--- config.mk ---
export PLATFORM = sky130hd
export DESIGN_NAME = bridge_1xn
export DESIGN_NICKNAME = d
export VERILOG_FILES = /design/src/rtl/bridge_pkg.sv /design/src/rtl/bridge_addr_dec.sv /design/src/rtl/bridge_1xn.sv
export SDC_FILE = /design/constraint.sdc
export NUM_CORES = 1
export LEC_CHECK = 0
export BUFFER_PORTS_ARGS = -buffer_cell sky130_fd_sc_hd__clkbuf_2
export CAP_MARGIN = 0
export CELL_PAD_IN_SITES_DETAIL_PLACEMENT = 1
export CELL_PAD_IN_SITES_GLOBAL_PLACEMENT = 1
export CORE_AREA = 2 2 212 214
export DETAILED_ROUTE_END_ITERATION = 10
export DIE_AREA = 0 0 214 216
export PLACE_DENSITY_LB_ADDON = 0.1
export SLEW_MARGIN = 20
export SYNTH_ARGS = -nofsm -noshare
export SYNTH_HDL_FRONTEND = slang
export SYNTH_SLANG_ARGS = --single-unit
--- constraint.sdc ---
create_clock -name clk -period 2.43 [get_ports clk]
set_clock_uncertainty 0.2 [all_clocks]
set_input_delay 0.243 -clock clk [delete_from_list [all_inputs] [get_ports clk]]
set_output_delay 0.243 -clock clk [all_outputs]
set_load 0.03 [all_outputs]
--- src/rtl/bridge_pkg.sv ---
// Shared types and constants for the 1-to-N data-side bridge.
// Latency: n/a (types only).
// Backpressure: n/a.
package bridge_pkg;

    // Transaction FSM: one request in flight at a time.
    typedef enum logic [1:0] {
        IDLE = 2'd0,
        REQ  = 2'd1,
        RESP = 2'd2,
        DONE = 2'd3
    } state_t;

    // Slave index width; wide enough for 8 slaves plus the "no slave" code.
    localparam int SEL_W = 4;

    // Select value reported when no window matches and there is no default slave.
    localparam logic [SEL_W-1:0] DEC_NONE = '1;

endpackage

--- src/rtl/bridge_addr_dec.sv ---
// Priority address decoder: lowest-index matching base/mask window wins, else the default slave.
// Latency: purely combinational.
// Backpressure: none; ports are addr (low 32 bits) in, sel index and hit out.
module bridge_addr_dec
    import bridge_pkg::*;
#(
    parameter int                   N_SLV       = 3,
    parameter logic [N_SLV*32-1:0]  SLV_BASE    = {32'hA000_0000, 32'h0200_0000, 32'h8000_0000},
    parameter logic [N_SLV*32-1:0]  SLV_MASK    = {32'hFFFF_0000, 32'hFFFF_0000, 32'hF000_0000},
    parameter int                   DEFAULT_SLV = N_SLV
) (
    input  logic [31:0]      addr,
    output logic [SEL_W-1:0] sel,
    output logic             hit
);

    always_comb begin
        sel = DEC_NONE;
        hit = 1'b0;
        // Walk from the top down so the lowest matching index is the last writer.
        for (int i = N_SLV - 1; i >= 0; i--) begin
            if ((addr & SLV_MASK[32*i +: 32]) == SLV_BASE[32*i +: 32]) begin
                sel = SEL_W'(i);
                hit = 1'b1;
            end
        end
        if (!hit && (DEFAULT_SLV < N_SLV)) begin
            sel = SEL_W'(DEFAULT_SLV);
            hit = 1'b1;
        end
    end

endmodule

--- src/rtl/bridge_1xn.sv ---
// 1-to-N CPU data-port bridge: decodes, forwards one request to a slave, returns one response.
// Latency: accept T -> s_req_valid T+1 -> m_resp_valid T+2 (zero-wait slave); decode error at T+1.
// Backpressure: m_req_ready only in IDLE; s_req_valid held until s_req_ready; timeout aborts.
// Ports: m_* CPU request/response, s_* one-hot slave requests with shared we/addr/wdata,
//        s_resp_valid/s_rdata per-slave responses.
module bridge_1xn
    import bridge_pkg::*;
#(
    parameter int                   N_SLV       = 3,
    parameter int                   ADDR_W      = 64,
    parameter int                   DATA_W      = 64,
    parameter logic [N_SLV*32-1:0]  SLV_BASE    = {32'hA000_0000, 32'h0200_0000, 32'h8000_0000},
    parameter logic [N_SLV*32-1:0]  SLV_MASK    = {32'hFFFF_0000, 32'hFFFF_0000, 32'hF000_0000},
    parameter int                   DEFAULT_SLV = N_SLV,
    parameter int                   TIMEOUT_CYC = 1024
) (
    input  logic                    clk,
    input  logic                    rst,
    input  logic                    m_req_valid,
    output logic                    m_req_ready,
    input  logic [DATA_W/8-1:0]     m_we,
    input  logic [ADDR_W-1:0]       m_addr,
    input  logic [DATA_W-1:0]       m_wdata,
    output logic                    m_resp_valid,
    output logic [DATA_W-1:0]       m_rdata,
    output logic                    m_resp_err,
    output logic [N_SLV-1:0]        s_req_valid,
    input  logic [N_SLV-1:0]        s_req_ready,
    output logic [DATA_W/8-1:0]     s_we,
    output logic [ADDR_W-1:0]       s_addr,
    output logic [DATA_W-1:0]       s_wdata,
    input  logic [N_SLV-1:0]        s_resp_valid,
    input  logic [N_SLV*DATA_W-1:0] s_rdata
);

    // Counter is one bit wider than strictly needed so TIMEOUT_CYC = 0 still elaborates.
    localparam int                CNT_W    = $clog2(TIMEOUT_CYC + 2);
    localparam logic [CNT_W-1:0]  CNT_LAST = CNT_W'((TIMEOUT_CYC > 0) ? TIMEOUT_CYC - 1 : 0);

    state_t             state;
    logic [SEL_W-1:0]   sel_q;
    logic [CNT_W-1:0]   cnt;

    logic [SEL_W-1:0]   dec_sel;
    logic               dec_hit;
    logic [N_SLV-1:0]   dec_onehot;

    logic               sel_ready;
    logic               sel_resp;
    logic [DATA_W-1:0]  sel_rdata;
    logic               timeout_hit;
    logic [DATA_W-1:0]  resp_data;

    bridge_addr_dec #(
        .N_SLV       (N_SLV),
        .SLV_BASE    (SLV_BASE),
        .SLV_MASK    (SLV_MASK),
        .DEFAULT_SLV (DEFAULT_SLV)
    ) u_dec (
        .addr (m_addr[31:0]),
        .sel  (dec_sel),
        .hit  (dec_hit)
    );

    // Per-slave muxing keyed on the latched select; a DEC_NONE select picks nothing.
    always_comb begin
        dec_onehot = '0;
        sel_ready  = 1'b0;
        sel_resp   = 1'b0;
        sel_rdata  = '0;
        for (int i = 0; i < N_SLV; i++) begin
            dec_onehot[i] = dec_hit && (dec_sel == SEL_W'(i));
            if (sel_q == SEL_W'(i)) begin
                sel_ready = s_req_ready[i];
                sel_resp  = s_resp_valid[i];
                sel_rdata = s_rdata[DATA_W*i +: DATA_W];
            end
        end
    end

    assign timeout_hit = (TIMEOUT_CYC != 0) && (cnt == CNT_LAST);
    // Writes are acknowledged with zero data whatever the slave drives.
    assign resp_data   = (s_we != '0) ? '0 : sel_rdata;

    always_ff @(posedge clk) begin
        if (rst) begin
            state        <= IDLE;
            sel_q        <= DEC_NONE;
            cnt          <= '0;
            m_req_ready  <= 1'b0;
            m_resp_valid <= 1'b0;
            m_rdata      <= '0;
            m_resp_err   <= 1'b0;
            s_req_valid  <= '0;
            s_we         <= '0;
            s_addr       <= '0;
            s_wdata      <= '0;
        end else begin
            m_resp_valid <= 1'b0;
            case (state)
                IDLE: begin
                    m_req_ready <= 1'b1;
                    if (m_req_valid && m_req_ready) begin
                        m_req_ready <= 1'b0;
                        s_we        <= m_we;
                        s_addr      <= m_addr;
                        s_wdata     <= m_wdata;
                        sel_q       <= dec_sel;
                        cnt         <= '0;
                        if (dec_hit) begin
                            s_req_valid <= dec_onehot;
                            state       <= REQ;
                        end else begin
                            m_resp_err   <= 1'b1;
                            m_rdata      <= '0;
                            m_resp_valid <= 1'b1;
                            state        <= DONE;
                        end
                    end
                end
                REQ: begin
                    cnt <= cnt + 1'b1;
                    if (sel_ready && sel_resp) begin
                        s_req_valid  <= '0;
                        m_rdata      <= resp_data;
                        m_resp_err   <= 1'b0;
                        m_resp_valid <= 1'b1;
                        state        <= DONE;
                    end else if (timeout_hit) begin
                        s_req_valid  <= '0;
                        m_rdata      <= '0;
                        m_resp_err   <= 1'b1;
                        m_resp_valid <= 1'b1;
                        state        <= DONE;
                    end else if (sel_ready) begin
                        s_req_valid <= '0;
                        state       <= RESP;
                    end
                end
                RESP: begin
                    cnt <= cnt + 1'b1;
                    if (sel_resp) begin
                        m_rdata      <= resp_data;
                        m_resp_err   <= 1'b0;
                        m_resp_valid <= 1'b1;
                        state        <= DONE;
                    end else if (timeout_hit) begin
                        m_rdata      <= '0;
                        m_resp_err   <= 1'b1;
                        m_resp_valid <= 1'b1;
                        state        <= DONE;
                    end
                end
                DONE: begin
                    m_req_ready <= 1'b1;
                    state       <= IDLE;
                end
                default: state <= IDLE;
            endcase
        end
    end

endmodule
After elaboration in Yosys (flattened, before gate mapping)
Cells that the tools add are included.
Widths: inputs -> output; s select.
{"block": "word_totals", "reg_bits": 223}
{"block": "op_classes", "addsub": 1, "eq_ne": 16, "n_mux": 52, "n_reduce_logical": 19}
{"cell": "$mux 64", "count": 9}
{"cell": "$pmux 64 s3", "count": 1}
{"cell": "$pmux 11 s2", "count": 1}
{"cell": "$mux 1", "count": 20}
{"cell": "$eq 16x10->1 const B", "count": 1}
{"cell": "$eq 16x16->1 const B", "count": 1}
{"cell": "$mux 3", "count": 5}
{"cell": "$mux 2", "count": 7}
{"cell": "$mux 4", "count": 3}
{"cell": "$add 11x1->11 const B", "count": 1}
{"cell": "$eq 11x10->1 const B", "count": 1}
{"cell": "$mux 11", "count": 1}
{"cell": "$eq 4x1->1 const B", "count": 2}
{"cell": "$eq 4x2->1 const B", "count": 2}
{"cell": "$logic_not 4->1", "count": 2}
{"cell": "$pmux 2 s4", "count": 1}
{"cell": "$reduce_bool 8->1", "count": 1}
{"cell": "$ne 2x2->1 const B", "count": 3}
{"cell": "$pmux 1 s3", "count": 2}
{"cell": "$pmux 3 s2", "count": 1}
{"cell": "$reduce_and 3->1", "count": 2}
{"cell": "$reduce_bool 2->1", "count": 3}
{"cell": "$logic_and 1x1->1", "count": 5}
{"cell": "$eq 2x2->1 const B", "count": 2}
{"cell": "10 further kinds", "count": 11}

Depth between registers and ports, before layout
{"block": "logic_depth", "ltp_word": 9, "ltp_mapped": 9, "mapped_depth_nobuf": 7}

Hierarchy
A second synthesis with hierarchy kept.
{"block": "unflattened", "hier_cells": 1203, "hier_area_um2": 9838.2}
{"module": "bridge_1xn", "n_inst": 1, "cells_each": 1187, "area_per_inst_um2": 9726.8}
{"module": "bridge_addr_dec", "n_inst": 1, "cells_each": 16, "area_per_inst_um2": 111.4}

Worst setup path after synthesis
No wires, ideal clock.
{"block": "synth_path", "kind": "register to register", "start": "reg state[0]", "end": "reg m_rdata[59]", "setup_time_ns": 0.116, "arrival_time_ns": 1.871, "setup_slack_ns": 0.243, "stages_incl_launch_ff": 9, "n_path_buf": 1, "synth_period_minus_slack_ns": 2.187, "cell_sequence": "dfxtp_1 > inv_1 > ha_1 > a21boi_0 > nor2_1 > o211a_1 > o22ai_4 > buf_6 > a22o_4"}
{"block": "synth_between", "elab_chain_len": 3, "elab_cells_between_ends": 8, "classes_between": "eq/ne: 4; mux: 1; reduce/logical: 3"}
{"element": "start: declaration", "line_no": "bridge_1xn.sv:40", "text": "state_t state;"}
{"element": "start signal: assignment", "line_no": "bridge_1xn.sv:87", "text": "state <= IDLE;"}
{"element": "start signal: assignment", "line_no": "bridge_1xn.sv:112", "text": "state <= REQ;"}
{"element": "start signal: assignment", "line_no": "bridge_1xn.sv:117", "text": "state <= DONE;"}
{"element": "$eq 2x2->1, or another cell as far along", "line_no": "bridge_1xn.sv:100", "text": "case (state)"}
{"element": "$reduce_bool 3->1 (no line) or $ne 2x2->1 (tied branches)"}
{"element": "$reduce_and 3->1 (no line)"}
{"element": "end signal: assignment", "line_no": "bridge_1xn.sv:125", "text": "m_rdata <= resp_data;"}
{"element": "end signal: assignment", "line_no": "bridge_1xn.sv:143", "text": "m_rdata <= resp_data;"}
{"element": "end: declaration", "line_no": "bridge_1xn.sv:25", "text": "output logic [DATA_W-1:0] m_rdata,"}
Parallel ways exist; a longest one is shown, timed or not.
A chain may end at the register's enable or synchronous reset.

Worst setup path after layout
{"block": "layout_path", "start": "reg sel_q[1]", "end": "reg m_rdata[60]"}
{"block": "layout_between", "elab_chain_len": 7, "elab_cells_between_ends": 17, "classes_between": "eq/ne: 2; mux: 13; reduce/logical: 2"}
{"element": "start: declaration", "line_no": "bridge_1xn.sv:41", "text": "logic [SEL_W-1:0] sel_q;"}
{"element": "start signal: assignment", "line_no": "bridge_1xn.sv:108", "text": "sel_q <= dec_sel;"}
{"element": "$logic_not 4->1", "line_no": "bridge_1xn.sv:73", "text": "if (sel_q == SEL_W'(i)) begin"}
{"element": "$mux 64 or $mux 1 (tied branches) (3 in a row)", "line_no": "bridge_1xn.sv:73"}
{"element": "$mux 64 or $logic_and 1x1->1 (tied branches)", "line_no": "bridge_1xn.sv:83, bridge_1xn.sv:123"}
{"element": "$mux 64 (on tied branches)", "line_no": "bridge_1xn.sv:142, bridge_1xn.sv:123"}
{"element": "$pmux 64 s3 *", "line_no": "bridge_1xn.sv:100"}
Mark *: on every way between the ends. The rest lies on a longest branch, timed or not.

==> impl_metrics.env <==
export IMPL_fin_cells=2563
export IMPL_cts_sinks=222
export IMPL_clock_latency_ns=0.55
export IMPL_p_comb_share_pct=35.9
export IMPL_cp_slowest_cell="dlygate4sd3_1"
export IMPL_grt_max_degree=113
export IMPL_vias=11270
export IMPL_rsz0062_at_grt="no"
export IMPL_ant_nets=0
export IMPL_slew_headroom_pct=37.20
export IMPL_share_clk_of_total_power_pct=31.1
export IMPL_h_tree_depth=1
export IMPL_hp_class="in2reg"
export IMPL_synth_sequential_area_ratio_pct=48.80
export IMPL_drtIter0Drc=424
export IMPL_seqPwrFrac_pct=32.9
export IMPL_ir_worst_vdd_mv=0.5773
export IMPL_io_pin_count=543
export IMPL_crit_required_ns=2.66
export IMPL_finish_utilization_pct=37.80
export IMPL_clockBufferDepth=3
export IMPL_finalHoldViolCount=0
export IMPL_syn_num_nets=1455
export IMPL_fp_dieW_um=214
export IMPL_cp_max_fo=33
export IMPL_crit_path_cell_trace="buf_4, mux2i_1, dlygate4sd3_1, o21ai_0, a22o_1"
export IMPL_max_cap_violations=0
export IMPL_clk_pin_slew_ns=0.06
export IMPL_drc_errors=0
export IMPL_start_util_pct=20.77
export IMPL_switching_power_mw=4.904
export IMPL_slew_viol_final=0
export IMPL_ys_ff_latch=222
export IMPL_gp_congestion=0.8333
export IMPL_critPathKind="reg2reg"
export IMPL_totalWireLength_um=47210
export IMPL_synth_edff_count=0
export IMPL_fmax_mhz=429.5
export IMPL_wl_per_cell_um=18.42
export IMPL_core_mm2=0.04384
export IMPL_period_minus_slack_ns=2.329
export IMPL_ys_warn_count=0
export IMPL_area_growth_pct=81.97
export IMPL_wl_met3_um=4254
export IMPL_grt_pass1_wl_um=73130
export IMPL_status="complete, no violations"
export IMPL_cts_buffers=28
export IMPL_power_mw=13.03
export IMPL_fin_nets=2288
export IMPL_wl_met2_um=22430
export IMPL_rows=77
export IMPL_cts_tree="built"
export IMPL_layout_drive_gt1_share_pct=33.32
export IMPL_startpoint_type="flip-flop"
export IMPL_grt_remaining_overflow=0
export IMPL_tightestPinTransition_ns=0.9420
export IMPL_syn_instance_count=1113
export IMPL_period_share_pct=95.82
export IMPL_cp_arrival_ns=2.56
export IMPL_grt_pass1_vias=12390
export IMPL_drtPass1Iterations=4
export IMPL_dpl_hpwl_um=33360
export IMPL_top_layer_used="met4"
export IMPL_async_flop_share_pct=0
export IMPL_ys_types=51
export IMPL_syn_area_per_cell_um2=8.182
export IMPL_p_int_mw=8.123
export IMPL_die_area_mm2=0.04622
export IMPL_port_buffers=542
export IMPL_wl_met1_um=19280
export IMPL_die_y_um=216
export IMPL_place_inst=2208
export IMPL_grt_antenna_before_repair=5
export IMPL_viasPerCell=4.396
export IMPL_hold_worst_slack_ns=0.006027
export IMPL_grt_usage_pct=19.92
export IMPL_ctsRootBufferMaster="clkbuf_16"
export IMPL_swShare_pct=37.64
export IMPL_end_kind="flip-flop"
export IMPL_power_density_mw_per_mm2=786.1
export IMPL_synth_ff_type="dfxtp_1"
export IMPL_finalSetupViolations=0
export IMPL_power_leakage_nw=7.409
export IMPL_syn_cell_area_mm2=0.009106
export IMPL_cp_slowest_stage_delay_ns=0.57
[stage by stage]
stage | worst slack, ns | cell area [µm²] | TNS, ns
floorplan | 0.2426 | 9106 | 0
global placement | -0.1486 | 12630 | -8.447
detailed placement | -0.1700 | 12630 | -9.496
CTS | 0.001181 | 16540 | 0
global route | 0.005478 | 16570 | 0
finish | 0.1015 | 16570 | 0
[final cells by class]
type	count	area, µm²
flip-flops and latches	222	4449
diodes	5	12.51
fillers	5327	27260
clock buffers	43	848.3
inverters	7	26.28
repair buffers	890	6192
well taps	592	740.7
multi-input cells	797	4255
clock inverters	7	46.29
[registers in the layout (all words and copies together), names as in the netlist, 2 cells and up]
name	flops
s_we	8
s_req_valid	3
m_rdata	64
cnt	11
state	2
s_addr	64
s_wdata	64
sel_q	3
[critical path, delay by kind of cell, from the launching register on]
family          cells  cell delay, ns
compound gates      2            0.34
buf+inv             2            1.00
flops               1            0.40
mux                 1            0.25
[synth_stat cells, types with 4 or more instances]
cell / number / area share (%)
buf_6: 13 / 1.6
nand2_1: 351 / 14
dfxtp_1: 222 / 49
nor4_1: 7 / 0.48
xnor2_1: 6 / 0.58
o21ai_0: 71 / 3.9
nor2_1: 16 / 0.66
a211oi_1: 4 / 0.33
mux2i_1: 25 / 2.7
a22o_1: 63 / 6.1
nand3_1: 6 / 0.33
ha_1: 5 / 0.69
o22ai_1: 43 / 3.0
nand2b_1: 4 / 0.27
buf_1: 7 / 0.29
inv_1: 7 / 0.29
a21oi_1: 147 / 8.1
clkbuf_1: 66 / 2.7
[layout by cell type, fill, tap and decap left out, types with 29 or more instances in the layout]
cell type      netlist  layout
dfxtp_1            222     220
clkbuf_2             0     541
dlygate4sd3_1        0     299
nand2_1            351     351
buf_4                0      40
a22o_1              63      63
a21oi_1            147     147
o22ai_1             43      43
o21ai_0             71      71
clkbuf_16            0      29
[power groups by stage]
stage | Combinational (mW) | Sequential, mW | Clock [mW]
detailed placement | 4.28 | 4.37 | 0
global placement | 4.28 | 4.34 | 0
CTS | 4.73 | 4.29 | 4.24
global route | 5.15 | 4.35 | 4.37
floorplan | 1.95 | 5.02 | 0
finish | 4.68 | 4.29 | 4.06
[worst paths after layout]
check	from	to	slack, ns	cells past startpoint
setup / recovery	sel_q[1]$_SDFFE_PP1P_	m_rdata[60]$_SDFFE_PP0P_	0.10	5
hold / removal	s_rdata[37]	m_rdata[37]$_SDFFE_PP0P_	0.006	4
setup reg to reg	sel_q[1]$_SDFFE_PP1P_	m_rdata[60]$_SDFFE_PP0P_	0.10	5
hold reg to reg	s_wdata[16]$_SDFFE_PP0P_	s_wdata[16]$_SDFFE_PP0P_	0.25	2
[logic make-up after synthesis]
| logic type | share of synthesized area (%) |
|---|---|
| AND/OR/NAND/NOR | 18.74 |
| AO/OA/AOI/OAI | 22.95 |
| flip-flops | 48.80 |
| buffers and inverters | 4.960 |
| multiplexers | 2.995 |
| XOR/XNOR | 0.8657 |
| adder cells (fa/ha/maj) | 0.6870 |
[per-layer routing]
metal | GRT usage (%) | vias up
li1 | - | 5517
met3 | 7.160 | 65
met5 | 0 | -
met2 | 34.24 | 399
met4 | 6.014 | 0
met1 | 23.12 | 5287
[repair_timing]
| item | 4_1_cts | 5_1_grt |
|---|---|---|
| hold buffers | 299 | 0 |
| resized for setup | 0 | 5 |
| buffers inserted | 1 | 0 |
| pin swaps | 1 | 1 |
| hold endpoints to repair | 207 | 0 |
| endpoints found under the setup margin | 64 | 64 |
(Power assumes the default switching activity.)
